$ cat src/rtl/method_call_sequencer.sv
// Drives one req/busy/return method port: waits out a start-up delay, issues RUNS calls,
// checks each return value against EXPECTED and latches a pass/fail verdict.
module method_call_sequencer #(
  parameter int unsigned STARTUP_CYCLES = 100,
  parameter int unsigned TIMEOUT_CYCLES = 10000,
  parameter int unsigned RUNS           = 1,
  parameter int unsigned RET_WIDTH      = 1,
  parameter logic [RET_WIDTH-1:0] EXPECTED = RET_WIDTH'(32'd1)
) (
  input  logic                 clk,
  input  logic                 reset,
  output logic                 method_req,
  input  logic                 method_busy,
  input  logic [RET_WIDTH-1:0] method_return,
  output logic                 done,
  output logic                 pass,
  output logic                 timeout,
  output logic                 mismatch,
  output logic [15:0]          runs_ok,
  output logic [RET_WIDTH-1:0] last_return
);

  typedef enum logic [2:0] {
    ST_STARTUP   = 3'd0,
    ST_REQ       = 3'd1,
    ST_GUARD     = 3'd2,
    ST_WAIT_DONE = 3'd3,
    ST_CHECK     = 3'd4,
    ST_FINISH    = 3'd5
  } state_t;

  localparam logic [31:0] START_LAST = 32'(STARTUP_CYCLES - 32'd1);
  // The flag register is loaded one edge early so timeout is already visible in the
  // cycle where the counter (0 in the REQ cycle) reads TIMEOUT_CYCLES-1.
  localparam logic [31:0] TMO_FLAG   = 32'(TIMEOUT_CYCLES - 32'd2);
  localparam logic [15:0] RUNS_W     = 16'(RUNS);

  state_t      state_r;
  logic [31:0] startup_cnt_r;
  logic [31:0] timeout_cnt_r;
  logic [15:0] run_idx_r;

  // Sequencer FSM with all outputs registered
  always_ff @(posedge clk or posedge reset) begin
    if (reset) begin
      state_r       <= ST_STARTUP;
      startup_cnt_r <= 32'd0;
      timeout_cnt_r <= 32'd0;
      run_idx_r     <= 16'd0;
      method_req    <= 1'b0;
      done          <= 1'b0;
      pass          <= 1'b0;
      timeout       <= 1'b0;
      mismatch      <= 1'b0;
      runs_ok       <= 16'd0;
      last_return   <= '0;
    end else begin
      method_req <= 1'b0;
      case (state_r)
        ST_STARTUP: begin
          if (startup_cnt_r >= START_LAST) begin
            state_r       <= ST_REQ;
            method_req    <= 1'b1;
            timeout_cnt_r <= 32'd0;
          end else begin
            startup_cnt_r <= startup_cnt_r + 32'd1;
          end
        end
        ST_REQ: begin
          timeout_cnt_r <= timeout_cnt_r + 32'd1;
          state_r       <= ST_GUARD;
        end
        ST_GUARD: begin
          timeout_cnt_r <= timeout_cnt_r + 32'd1;
          state_r       <= ST_WAIT_DONE;
        end
        ST_WAIT_DONE: begin
          if (!method_busy) begin
            last_return <= method_return;
            state_r     <= ST_CHECK;
          end else if (timeout_cnt_r >= TMO_FLAG) begin
            timeout <= 1'b1;
            state_r <= ST_FINISH;
          end else begin
            timeout_cnt_r <= timeout_cnt_r + 32'd1;
          end
        end
        ST_CHECK: begin
          if (last_return == EXPECTED) begin
            if (runs_ok != 16'hFFFF) begin
              runs_ok <= runs_ok + 16'd1;
            end
          end else begin
            mismatch <= 1'b1;
          end
          run_idx_r <= run_idx_r + 16'd1;
          if (run_idx_r + 16'd1 == RUNS_W) begin
            state_r <= ST_FINISH;
          end else begin
            state_r       <= ST_REQ;
            method_req    <= 1'b1;
            timeout_cnt_r <= 32'd0;
          end
        end
        ST_FINISH: begin
          done <= 1'b1;
          pass <= (runs_ok == RUNS_W) && !timeout && !mismatch;
        end
        default: begin
          state_r       <= ST_STARTUP;
          startup_cnt_r <= 32'd0;
          run_idx_r     <= 16'd0;
        end
      endcase
    end
  end

endmodule

$ cat config.mk
export PLATFORM = sky130hd
export DESIGN_NAME = method_call_sequencer
export DESIGN_NICKNAME = d
export VERILOG_FILES = /design/src/rtl/method_call_sequencer.sv
export SDC_FILE = /design/constraint.sdc
export NUM_CORES = 1
export LEC_CHECK = 0
export ABC_CLOCK_PERIOD_IN_PS = 4200
export CAP_MARGIN = 20
export CORE_MARGIN = 1.5
export CORE_UTILIZATION = 25
export CTS_CLUSTER_SIZE = 12
export DETAILED_ROUTE_END_ITERATION = 10
export GPL_ROUTABILITY_DRIVEN = 0
export PLACE_DENSITY_LB_ADDON = 0.12
export SLEW_MARGIN = 20
export SYNTH_ARGS = -nofsm -noshare
export SYNTH_HDL_FRONTEND = slang
export SYNTH_SLANG_ARGS = --single-unit
$ cat constraint.sdc
create_clock -name clk -period 4.2 [get_ports clk]
set_input_delay 0.84 -clock clk [delete_from_list [all_inputs] [get_ports clk]]
set_output_delay 0.84 -clock clk [all_outputs]
set_load 0.01 [all_outputs]
==> metrics <==
Std-Cell Rows=53; P_sw=0.467 mW; Port Buffers=25; Post-Route Skew=approximately 0.013 ns; FFs w/ async S/R, synth=1.00; register area share after synthesis=0.487; Die ar.=roughly 22000 µm²; Clk pwr share=0.456; Critical Path Max Stage Delay=0.47 ns; Syn-to-layout area delta=15.3%; die height=150 µm; CTS Buf Count=9; setup TNS=0 ns; Reg2Reg Setup Slack=roughly 1.2 ns; Max Slew Vio Count=0; CTS Buffer Depth=2; adder-cell share of the synthesized area=0.0162; final worst path period need=between 2 and 3 ns; Power Density=307 nW/µm²; register area=around 2600 µm²; Die X=approximately 150 µm; FF+latch count, synth=around 110; Slew HR=0.414; Vias/cell=between 5 and 6; final hold vios=0; Ant. Diodes=0; setup violation total in the final timing report=0; fillers=roughly 2300; # DRC=0; initial antenna violation count=0; fin nets=roughly 600; largest family of logic cells by synthesized area=simple AND/OR/NAND/NOR gates; total power=around 1.9 mW; CP endpoint kind=register; dominant cell type by area after synthesis=dfrtp_1; total grt overflow=0; Critical Path AT=3.28 ns; DRT Pass-1 Iters=5; share of post-route cells with drive strength above 1=0.0625; mux cell area share after synthesis=0.00580; Post-synth top flop=dfrtp_1; Initial Util=0.256; Tot GR Track Use=0.126; Iter 0 DRT Violations=238; WP data required=between 4 and 5 ns; sequential share of power=0.529; first-pass GRT wire length=approximately 22 mm; fin crit share=0.711; Root Buffer=clkbuf_16; largest net degree at the start of global routing=between 60 and 70; synth top area cells=dfrtp_1, a31oi_1, o21ai_0; proportion of power drawn by combinational gates=0.015; Hold Crit Class=reg -> reg; switching share of power=0.244; max_cap viols=0; vias in the first global route=around 4200; status=finished clean; # hold bufs at CTS=0; total number of vias=~4400; clock sinks=between 100 and 150; Internal=approximately 1.4 mW; CTS tree=built; Critical Path Fanout Max=7; Post-Syn Area=about 5400 µm²; Synth Area in Compound Gates=0.177; Gate Count Post-Synth=574; Max Fclk=approximately 0.34 GHz; Peak VDD IR=around 0.16 mV; post-route ant nets=0; Worst-Skew Late Latency=~0.36 ns; Post-synth EDFFs=0; clk slew on worst S/H paths=0.08 ns; Yosys warning total=0; Post-Synth XOR/XNOR Area=0.0406; H-tree levels=3; post-synth top area share=0.487; Syn Area/Cell=9.39 µm²; dpl hpwl=8.99 mm; library cells used by synthesis=between 50 and 60; LEAKAGE=~2.7 nW; area of the multi-input gates=~2600 µm²; Total Wirelength=13.4 mm; Placeable Area=21100 µm²; post-cts resize count=0; Post-CTS Setup Bufs=0; startpoint types=register; Slew @ Worst Pin=between 0.8 and 0.9 ns; Post-Synth Simple-Gate Area=0.236; CP cell instances=ha_1, nand3_2, nor4b_4, xor2_1, or4_1, nor4_4, or2_0, a211o_1; Syn Nets=slightly below 600; RSZ-0062 raised after global routing=false; Setup CP Type=reg -> reg; IO Pins=26; Critical-path top delay cell=or4_1; routed length per instance=around 15 µm
==> state kept, by name, indices dropped and copies added (netlist names) <==
name,count
state_r,3
last_return,1
method_req,1
startup_cnt_r,32
timeout,1
done,1
runs_ok,16
run_idx_r,16
timeout_cnt_r,32
mismatch,1
pass,1
==> power groups by stage <==
| stage | combinational [mW] | clock [mW] | sequential (mW) |
|---|---|---|---|
| finish | 0.0277 | 0.872 | 1.01 |
| CTS | 0.0308 | 0.910 | 1.01 |
| global route | 0.0331 | 0.947 | 1.01 |
| floorplan | 0.0151 | 0 | 1.03 |
| detailed placement | 0.0305 | 0 | 1.03 |
| global placement | 0.0302 | 0 | 1.03 |
==> worst max-delay path, delay by kind of cell, from the launching register on <==
family	cells	cell delay, ns
DFF	1	0.43
xor gates and xnor gates	1	0.12
and+or+nand+nor	5	1.89
AOI/OAI and AO/OA	1	0.18
adders and majority gates	1	0.28
==> layout make-up <==
| cell class | instances | area share |
|---|---|---|
| well taps | 275 | 0.0553 |
| clock buffers | 9 | 0.0362 |
| inverters | 20 | 0.0125 |
| clock inverters | 7 | 0.0129 |
| flip-flops and latches | 105 | 0.422 |
| multi-input cells | 421 | 0.412 |
| repair buffers | 30 | 0.0483 |
==> layer usage <==
metal | vias up | global-route usage | part of all wire
li1 | 2122 | - | -
met1 | 2175 | 0.178 | 0.51
met2 | 63 | 0.193 | 0.46
met3 | 8 | 0.0244 | 0.026
met4 | 0 | 0.0387 | 0.010
met5 | - | 0 | 0
==> synth_stat cells, drive strengths merged (5+ instances only) <==
| cell type | count |
|---|---|
| a21o | 5 |
| a21oi | 32 |
| a31oi | 33 |
| a41oi | 6 |
| and2 | 26 |
| and3 | 24 |
| and4 | 5 |
| buf | 11 |
| clkbuf | 17 |
| dfrtp | 105 |
| ha | 7 |
| inv | 20 |
| nand2 | 33 |
| nand3 | 29 |
| nand4 | 17 |
| nor2 | 50 |
| nor3 | 22 |
| nor4 | 14 |
| o21a | 8 |
| o21ai | 39 |
| o31ai | 7 |
| xnor2 | 11 |
| xor2 | 14 |
==> path summary, 6_finish.rpt <==
kind	start	endpoint	depth (start not counted)
worst max register to register	run_idx_r[0]$_DFFE_PP0N_	timeout_cnt_r[12]$_DFFE_PP0P_	8
worst min-delay path	done$_DFFE_PP0N_	done$_DFFE_PP0N_	1
max in group asynchronous	reset	runs_ok[12]$_DFFE_PP0P_	3
min in group asynchronous	reset	timeout_cnt_r[5]$_DFFE_PP0P_	2
worst min register to register	done$_DFFE_PP0N_	done$_DFFE_PP0N_	1
worst max-delay path	run_idx_r[0]$_DFFE_PP0N_	timeout_cnt_r[12]$_DFFE_PP0P_	8
==> cell families (layout without fill, tap and decap cells) <==
logic type               after synthesis  count (layout)
AND/OR/NAND/NOR                      234             234
XOR/XNOR                              25              25
adder cells (fa/ha/maj)                7               7
buffers and inverters                 48              66
AO/OA/AOI/OAI                        152             152
multiplexers                           3               3
flip-flops                           105             105
==> placed cells by master (no fill, tap or decap), types with 3 or more instances in the layout <==
cell type / Yosys / routed
nand2_1: 33 / 33
and2_1: 26 / 26
xor2_1: 14 / 14
nor4_1: 13 / 13
dfrtp_1: 105 / 105
a31oi_1: 33 / 33
clkdlybuf4s50_1: 0 / 25
nand3_1: 27 / 27
and3_1: 24 / 24
a211o_1: 4 / 4
o21a_1: 8 / 8
clkbuf_16: 0 / 9
nand4_1: 17 / 17
a21o_1: 5 / 5
o31ai_1: 7 / 7
xnor2_1: 11 / 11
a21oi_1: 31 / 31
ha_1: 7 / 7
nor3_1: 22 / 22
o21ai_0: 36 / 36
inv_1: 20 / 19
and4_1: 4 / 4
nor2_1: 48 / 48
a41oi_1: 6 / 6
or4_1: 3 / 3
buf_4: 1 / 4
o22ai_1: 3 / 3
o211ai_1: 3 / 3
==> per-stage QoR <==
step | cells | util | setup slack (ns) | hold WS (ns) | instance area (µm²)
after global routing | 867 | 0.295 | 0.950 | 0.507 | 6220
final | 867 | 0.295 | 1.22 | 0.488 | 6220
after CTS | 867 | 0.295 | 1.16 | 0.494 | 6220
after floorplan | 574 | - | 0.599 | 0.452 | 5390
after global placement | 851 | 0.280 | 1.30 | 0.452 | 5910
after detailed placement | 851 | 0.280 | 1.14 | 0.467 | 5910
Note: power is estimated with default switching activity, not from simulation.
